**config.mk**
```make
export PLATFORM = sky130hd
export DESIGN_NAME = muldiv_hilo
export DESIGN_NICKNAME = d
export VERILOG_FILES = /design/src/rtl/muldiv_pkg.sv /design/src/rtl/muldiv_hilo_div_core.sv /design/src/rtl/muldiv_hilo.sv
export SDC_FILE = /design/constraint.sdc
export NUM_CORES = 2
export LEC_CHECK = 0
export BUFFER_PORTS_ARGS = -buffer_cell sky130_fd_sc_hd__clkbuf_2
export CAP_MARGIN = 20
export CORE_ASPECT_RATIO = 0.6
export CORE_MARGIN = 2
export CORE_UTILIZATION = 25
export DETAILED_ROUTE_END_ITERATION = 7
export PLACE_DENSITY = 0.44
export SETUP_SLACK_MARGIN = 0.15
export SLEW_MARGIN = 40
export SYNTH_ARGS = -nofsm -noshare
export SYNTH_HDL_FRONTEND = slang
export SYNTH_HIERARCHICAL = 1
export SYNTH_SLANG_ARGS = --single-unit
```
**constraint.sdc**
```tcl
create_clock -name clk -period 23.5 [get_ports clk]
set_input_delay 3.525 -clock clk [delete_from_list [all_inputs] [get_ports clk]]
set_output_delay 3.525 -clock clk [all_outputs]
set_load 0.02 [all_outputs]
```
**src/rtl/muldiv_pkg.sv**
```systemverilog
// Shared types and constants for the HI/LO multiply/divide unit.
package muldiv_pkg;

  localparam int XLEN_DEFAULT = 32;

  // Wide enough for any XLEN up to 64; users slice the low XLEN bits.
  localparam logic [63:0] DIV0_QUOT = '1;

  typedef enum logic [1:0] {
    IDLE,
    DIV,
    DONE
  } state_e;

  typedef enum logic {
    OP_DIV,
    OP_DIVU
  } op_e;

endpackage

```
**src/rtl/muldiv_hilo_div_core.sv**
```systemverilog
// Unsigned restoring divider.
// It produces one quotient bit per step pulse. The final quotient/remainder is valid on the step at count XLEN-1.
module div_core #(
  parameter int XLEN = 32
) (
  input  logic            clk,
  input  logic            rst,
  input  logic            load,
  input  logic            step,
  input  logic [XLEN-1:0] dividend,
  input  logic [XLEN-1:0] divisor,
  output logic [XLEN-1:0] quotient,
  output logic [XLEN-1:0] remainder,
  output logic            valid
);

  localparam int CW = $clog2(XLEN);
  localparam logic [CW-1:0] LAST = CW'(XLEN - 1);

  logic [XLEN-1:0] rem_q, rem_d;
  logic [XLEN-1:0] quot_q, quot_d;
  logic [XLEN-1:0] dvsr_q, dvsr_d;
  logic [CW-1:0]   cnt_q, cnt_d;

  logic [XLEN-1:0] rem_shift;
  logic [XLEN-1:0] rem_next;
  logic [XLEN-1:0] quot_next;
  logic            fits;

  // The bit shifted out of rem_q is treated as the (XLEN+1)th bit of the partial remainder.
  always_comb begin
    rem_shift = {rem_q[XLEN-2:0], quot_q[XLEN-1]};
    fits      = rem_q[XLEN-1] | (rem_shift >= dvsr_q);
    rem_next  = fits ? (rem_shift - dvsr_q) : rem_shift;
    quot_next = {quot_q[XLEN-2:0], fits};

    quotient  = quot_next;
    remainder = rem_next;
    valid     = step && (cnt_q == LAST);

    rem_d  = rem_q;
    quot_d = quot_q;
    dvsr_d = dvsr_q;
    cnt_d  = cnt_q;
    if (load) begin
      rem_d  = '0;
      quot_d = dividend;
      dvsr_d = divisor;
      cnt_d  = '0;
    end else if (step) begin
      rem_d  = rem_next;
      quot_d = quot_next;
      cnt_d  = cnt_q + 1'b1;
    end
  end

  always_ff @(posedge clk) begin
    if (rst) begin
      rem_q  <= '0;
      quot_q <= '0;
      dvsr_q <= '0;
      cnt_q  <= '0;
    end else begin
      rem_q  <= rem_d;
      quot_q <= quot_d;
      dvsr_q <= dvsr_d;
      cnt_q  <= cnt_d;
    end
  end

endmodule

```
**src/rtl/muldiv_hilo.sv**
```systemverilog
// HI/LO owner for the execute stage.
// It provides a single-cycle multiply and a sequenced signed/unsigned divide that stalls the CPU while it runs.
module muldiv_hilo
  import muldiv_pkg::*;
#(
  parameter int XLEN = XLEN_DEFAULT
) (
  input  logic            clk,
  input  logic            rst,
  input  logic            mult_instrc,
  input  logic            multu_instrc,
  input  logic            div_instrc,
  input  logic            divu_instrc,
  input  logic            mthi_instrc,
  input  logic            mtlo_instrc,
  input  logic            mfhi_instrc,
  input  logic            mflo_instrc,
  input  logic [XLEN-1:0] rs_data,
  input  logic [XLEN-1:0] rt_data,
  output logic            stall,
  output logic [XLEN-1:0] hi,
  output logic [XLEN-1:0] lo,
  output logic [XLEN-1:0] rd_data
);

  state_e          state_q, state_d;
  op_e             op_q, op_d;
  logic [XLEN-1:0] hi_q, hi_d;
  logic [XLEN-1:0] lo_q, lo_d;
  logic            neg_quot_q, neg_quot_d;
  logic            neg_rem_q, neg_rem_d;
  logic            div0_q, div0_d;

  logic            rs_neg, rt_neg;
  logic [XLEN-1:0] dvd_in, dvs_in;
  logic [2*XLEN-1:0] ext_rs, ext_rt, product;
  logic [XLEN-1:0] core_quot, core_rem;
  logic [XLEN-1:0] quot_fix, rem_fix;
  logic            core_load, core_step, core_valid;

  div_core #(
    .XLEN(XLEN)
  ) u_div_core (
    .clk      (clk),
    .rst      (rst),
    .load     (core_load),
    .step     (core_step),
    .dividend (dvd_in),
    .divisor  (dvs_in),
    .quotient (core_quot),
    .remainder(core_rem),
    .valid    (core_valid)
  );

  // Both multiplies share one 2*XLEN multiplier; only the operand extension differs.
  always_comb begin
    rs_neg  = rs_data[XLEN-1];
    rt_neg  = rt_data[XLEN-1];
    dvd_in  = (div_instrc && rs_neg) ? -rs_data : rs_data;
    dvs_in  = (div_instrc && rt_neg) ? -rt_data : rt_data;
    ext_rs  = mult_instrc ? {{XLEN{rs_data[XLEN-1]}}, rs_data} : {{XLEN{1'b0}}, rs_data};
    ext_rt  = mult_instrc ? {{XLEN{rt_data[XLEN-1]}}, rt_data} : {{XLEN{1'b0}}, rt_data};
    product = ext_rs * ext_rt;

    if (div0_q) begin
      quot_fix = DIV0_QUOT[XLEN-1:0];
    end else if ((op_q == OP_DIV) && neg_quot_q) begin
      quot_fix = -core_quot;
    end else begin
      quot_fix = core_quot;
    end
    // For a zero divisor this restores the raw dividend, because the remainder is then |rs|.
    rem_fix = ((op_q == OP_DIV) && neg_rem_q) ? -core_rem : core_rem;
  end

  always_comb begin
    state_d    = state_q;
    op_d       = op_q;
    hi_d       = hi_q;
    lo_d       = lo_q;
    neg_quot_d = neg_quot_q;
    neg_rem_d  = neg_rem_q;
    div0_d     = div0_q;
    stall      = 1'b0;
    core_load  = 1'b0;
    core_step  = 1'b0;

    case (state_q)
      IDLE: begin
        if (div_instrc || divu_instrc) begin
          stall      = 1'b1;
          core_load  = 1'b1;
          state_d    = DIV;
          op_d       = div_instrc ? OP_DIV : OP_DIVU;
          neg_quot_d = rs_neg ^ rt_neg;
          neg_rem_d  = rs_neg;
          div0_d     = (rt_data == '0);
        end else if (mult_instrc || multu_instrc) begin
          hi_d = product[2*XLEN-1:XLEN];
          lo_d = product[XLEN-1:0];
        end else if (mthi_instrc) begin
          hi_d = rs_data;
        end else if (mtlo_instrc) begin
          lo_d = rs_data;
        end
      end
      DIV: begin
        stall     = 1'b1;
        core_step = 1'b1;
        if (core_valid) begin
          hi_d    = rem_fix;
          lo_d    = quot_fix;
          state_d = DONE;
        end
      end
      // The divide is still in decode here, so its strobe must not restart the sequencer.
      DONE: begin
        state_d = IDLE;
      end
      default: begin
        state_d = IDLE;
      end
    endcase
  end

  always_ff @(posedge clk) begin
    if (rst) begin
      state_q    <= IDLE;
      op_q       <= OP_DIV;
      hi_q       <= '0;
      lo_q       <= '0;
      neg_quot_q <= 1'b0;
      neg_rem_q  <= 1'b0;
      div0_q     <= 1'b0;
    end else begin
      state_q    <= state_d;
      op_q       <= op_d;
      hi_q       <= hi_d;
      lo_q       <= lo_d;
      neg_quot_q <= neg_quot_d;
      neg_rem_q  <= neg_rem_d;
      div0_q     <= div0_d;
    end
  end

  assign hi      = hi_q;
  assign lo      = lo_q;
  assign rd_data = mfhi_instrc ? hi_q : (mflo_instrc ? lo_q : '0);

endmodule

```
Word-level counts from Yosys, hierarchy flattened
Index checks and enable logic that the tools add are counted.
- flip-flop bits (word level): 171
- latch bits: 0
- bits in writable memories: 0
- bits in read-only memories: 0
- input bits: 74
- output and inout bits: 97
- word-level logic and storage cells: 77
- memories: 0
- add/subtract/negate cells: 6
- multipliers: 1
- div/mod/pow operators: 0
- order comparisons: 1
- equality and inequality tests: 8
- shift-type cells: 0
- multiplexer cells: 31
- bitwise operators: 3
- reduce and logical (&&, ||, !) cells: 16
- operator list (operator ; count):
    $mux W32 ; 19
    $mux W64 ; 2
    $neg A32 Y32 ; 4
    $pmux W32 S2 ; 2
    $mul A64 B64 Y64 ; 1
    $ge A32 B32 Y1 ; 1
    $logic_not A32 Y1 ; 1
    $sub A32 B32 Y32 ; 1
    $ne A3 B3 Y1 const B ; 3
    $ne A2 B2 Y1 const B ; 3
    $add A5 B1 Y5 const B ; 1
    $eq A5 B5 Y1 const B ; 1
    $logic_and A1 B1 Y1 ; 5
    $reduce_and A5 Y1 ; 1
    $mux W1 ; 4
    $mux W2 ; 2
    $pmux W2 S2 ; 1
    $reduce_and A2 Y1 ; 2
    $reduce_and A4 Y1 ; 1
    $reduce_bool A2 Y1 ; 2
    $eq A2 B1 Y1 const B ; 1
    $logic_not A2 Y1 ; 1
    $logic_or A1 B1 Y1 ; 2
    $pmux W1 S2 ; 1
    4 further kinds ; 4

Longest topological paths before layout
- depth after elaboration: 7
- depth in mapped cells: 36
- gate-level depth less buffers: 33

Hierarchy
Netlist, hierarchy kept.
- by module, submodules not included (module ; instances ; cells each ; area an instance (um^2)):
    muldiv_hilo ; 1 ; 6094 ; 54395.9
    div_core ; 1 ; 850 ; 6754.0

Worst setup path before layout
OpenSTA, ideal clock, no wires.
- kind: input to register
- start: input port mult_instrc
- end: register hi_q[30] (netlist: hi[30])
- setup time: 0.121 ns
- arrival: 12.088 ns
- setup slack: 11.291 ns
- stages on the path: 30
- path buffers: 3
- path through: and2_1 clkbuf_1 clkbuf_1 nand2_1 fa_1 inv_1 fa_1 fa_1 inv_1 fa_1 inv_1 fa_1 fa_1 fa_1 fa_1 fa_1 inv_1 fa_1 inv_1 ha_1 clkbuf_1 nor2b_1 o21ai_0 nand2b_1 nor3_1 nand2_1 or4_1 a41oi_1 xor2_1 a21oi_1
- cells in the longest elaborated chain, start to end: 5
- ends and longest elaborated chain (what ; RTL line ; source):
    from (decl) ; muldiv_hilo.sv:10 ; input logic mult_instrc,
    $mux W64, on equally long branches ; muldiv_hilo.sv:61, muldiv_hilo.sv:62 ;
    $mul A64 B64 Y64 ; muldiv_hilo.sv:63 ; product = ext_rs * ext_rt;
    $mux W32 ; muldiv_hilo.sv:98 ; end else if (mult_instrc || multu_instrc) begin
    $mux W32 ; muldiv_hilo.sv:90 ; if (div_instrc || divu_instrc) begin
    $pmux W32 S2 ; muldiv_hilo.sv:88 ; case (state_q)
    to (signal assigned) ; muldiv_hilo.sv:138 ; hi_q <= hi_d;
    to (decl) ; muldiv_hilo.sv:28 ; logic [XLEN-1:0] hi_q, hi_d;
Parallel ways exist; a longest one is shown, timed or not. The select of a mux whose other input is x is not followed.
A chain may end at the register's enable or synchronous reset.

Final worst setup path
- start: input port mult_instrc
- end: register hi_q[27] (netlist: hi[27])
Same word-level chain as after synthesis.

==> results.toml <==
[setup_path]
crit_type = "in -> reg"
path_delay_family = "adder cells"
cp-start-kind = "input pin"
cp_common_cell = "fa_1"
r2r-start = "u_div_core/dvsr_q[20]"
crit_arrival_ps = 13480
critical_path.max_stage_delay_ps = 860
r2r_cells = 20
r2r_end = "hi[31]"
path_buf_inv = 8
regToRegSetupSlack_ps = 16830
critPathMaxFanout = 24
cp_slowest_cell = "fa_1"
cp-end-kind = "flip-flop"
cp.required_ps = 23840

[layout]
drive_gt1_share_pct = 5.41
nets = 8639
fillCellCount = 26194
final_common_cell = "inv_1"
area_growth_pct = 7.37
seq_area_um2 = 3420
layout_common_cells = "1589 x inv_1, 1420 x fa_1, 741 x nand2_1"
multi_input_area_um2 = 50000

[global_routing]
track_usage_pct = 18.9
grt_antenna_before_repair = 20
grt_pass1_wl_um = 349000
grt_pass1_vias = 49512
grt_overflow_total = 0
grt_max_degree = 65

[timing]
worst_pin_slew_ps = 933
hold_viol = 0
final.setup_skew_ps = 22.7
rsz0062_at_grt = "no"
tns_ps = 0
finalMaxSlewViolations = 0
setup_viol = 0
fmax_mhz = 76.1
period_share_pct = 55.9
period_needed_ps = 13150
slew_headroom_pct = 37.6

[yosys]
synth-xor-area-share_pct = 3.72
synth-simple-area-share_pct = 14.8
ys_async_sr_fraction_pct = 0
muxShareOfSynthArea_pct = 1.40
synth_top_family_by_area = "adder cells"
yosysUniqueCellTypes = 90
ys_seq_area_share_pct = 5.60
synth_flop_cell = "dfxtp_1"
synth.avg_cell_area_um2 = 8.81
synthAdderAreaFrac_pct = 53.7
ys_warn_count = 6
synthCells = 6944
synth_enable_flop_cells = 0
synth.cell_area_um2 = 61100
synth_fp_nets = 8785
synth-seq-cells = 171
synth_compound_area_share_pct = 8.14

[clocking]
cts_max_level = 4
postCtsHoldBufs = 0
post_cts_buffers = 0
cts_resized = 0
clockBufferDepth = 2
cts_root_buf = "clkbuf_16"
path_clk_slew_ps = 70
cts_buffers = 17
clock_latency_ps = 460
clock_sinks = 171
cts_tree = "done"

[drt]
vias = 46919
drc = 0
drt_pass1_iterations = 6
post_drt_wl_per_cell_um = 23.2
postRouteAntennaNets = 0
drt-total-wl_um = 234000
first_iter_violations = 4476
viasPerCell = 4.66

[floorplan]
dieArea_um2 = 249000
core_area_um2 = 243000
num_rows = 140
start_util_pct = 25.2
die_w_um = 642
fp.dieH_um = 387
io_pins = 171

[min_path]
worstHoldPathCells = 2
min_from = "lo[26]"
hold_path.class = "reg -> reg"
min_to = "lo[26]"

[place]
portBuffers = 170
routabilityCongestion = 0.933
dp_hpwl_um = 191000

[flow_run]
drv_cap = 0

[status]
status = "complete, no violations"
==> tightest hold or removal path, stage by stage (launching register included) <==
cell	delay, ps
dfxtp_1	330
nand2_1	60
a21oi_1	50
==> cells in the mapped netlist, drive strengths merged (8+ instances only) <==
cell type | number | area share [%]
inv | 1592 | 9.8
fa | 1420 | 46
nand2 | 743 | 4.6
and2 | 568 | 5.8
ha | 347 | 7.1
clkbuf | 338 | 2.1
nor2 | 294 | 1.8
a21oi | 286 | 2.4
dfxtp | 171 | 5.6
o21ai | 163 | 1.4
xnor2 | 151 | 2.2
xor2 | 109 | 1.6
buf | 90 | 0.80
mux2i | 71 | 1.2
a21o | 54 | 0.66
nor3 | 51 | 0.43
and3 | 50 | 0.51
nand3 | 47 | 0.38
o211ai | 30 | 0.37
a31oi | 28 | 0.31
o21bai | 23 | 0.28
o31ai | 23 | 0.30
o21a | 21 | 0.27
nand4 | 19 | 0.19
a211oi | 18 | 0.23
nor4 | 18 | 0.21
nor2b | 16 | 0.18
nand2b | 15 | 0.15
o221ai | 15 | 0.21
or2 | 12 | 0.12
a221oi | 11 | 0.19
a41oi | 11 | 0.18
mux2 | 11 | 0.23
o211a | 8 | 0.13
o22ai | 8 | 0.082
or3 | 8 | 0.082
==> through the flow <==
step | hold WS, ps | util [%] | instances | area (µm²) | setup slack [ps]
final | 478 | 27.0 | 10076 | 65700 | 10350
after detailed placement | 469 | 26.8 | 10044 | 65100 | 9890
after floorplan | 445 | - | 6944 | 61100 | 11290
after CTS | 480 | 27.0 | 10073 | 65600 | 10350
after global placement | 459 | 26.8 | 10044 | 65100 | 9880
after global routing | 502 | 27.0 | 10075 | 65700 | 9910
==> layer usage <==
layer  up-vias  GRT usage, %  routed length (µm)
met5         -             0                  64
met4        12          2.54                3450
met3       153          3.74               19200
met2      1779          26.2               90900
met1     24574          30.3              120000
li1      20401             -                   -
==> sequential cells by signal (all words and copies together), names as in the netlist <==
signal             flops
hi                    32
neg_quot_q             1
lo                    32
op_q                   1
u_div_core/quot_q     32
div0_q                 1
u_div_core/dvsr_q     32
neg_rem_q              1
u_div_core/cnt_q       5
u_div_core/rem_q      32
state_q                2
==> worst max path at each step <==
stage	to	cells past startpoint	startpoint
5_1_grt	hi[27]	29	mult_instrc
4_1_cts	hi[30]	31	mult_instrc
2_1_floorplan	hi[30]	30	mult_instrc
6_report	hi[27]	29	mult_instrc
3_5_place_dp	hi[30]	31	mult_instrc
3_3_place_gp	hi[30]	33	mult_instrc
==> cell families (layout without fill, tap and decap cells) <==
logic type | count (synthesis) | after routing
muxes | 82 | 82
buffers and inverters | 2020 | 1884
adders and majority gates | 1771 | 1771
AOI/OAI and AO/OA | 772 | 772
DFF | 171 | 171
and+or+nand+nor | 1868 | 1868
other | 0 | 2
xor gates and xnor gates | 260 | 260
==> final cells by class <==
| class | instances | share of cell area (%) |
|---|---|---|
| Multi-Input combinational cell | 4753 | 76.2 |
| Inverter | 1592 | 9.11 |
| Tap cell | 3266 | 6.22 |
| Sequential cell | 171 | 5.21 |
| Timing Repair Buffer | 263 | 2.41 |
| Clock buffer | 19 | 0.675 |
| Clock inverter | 10 | 0.147 |
| Antenna cell | 2 | 0.00762 |
Power is left out: the tool's default activity adds up to more than one toggle a clock period on the data nets, which glitch-free logic cannot reach.
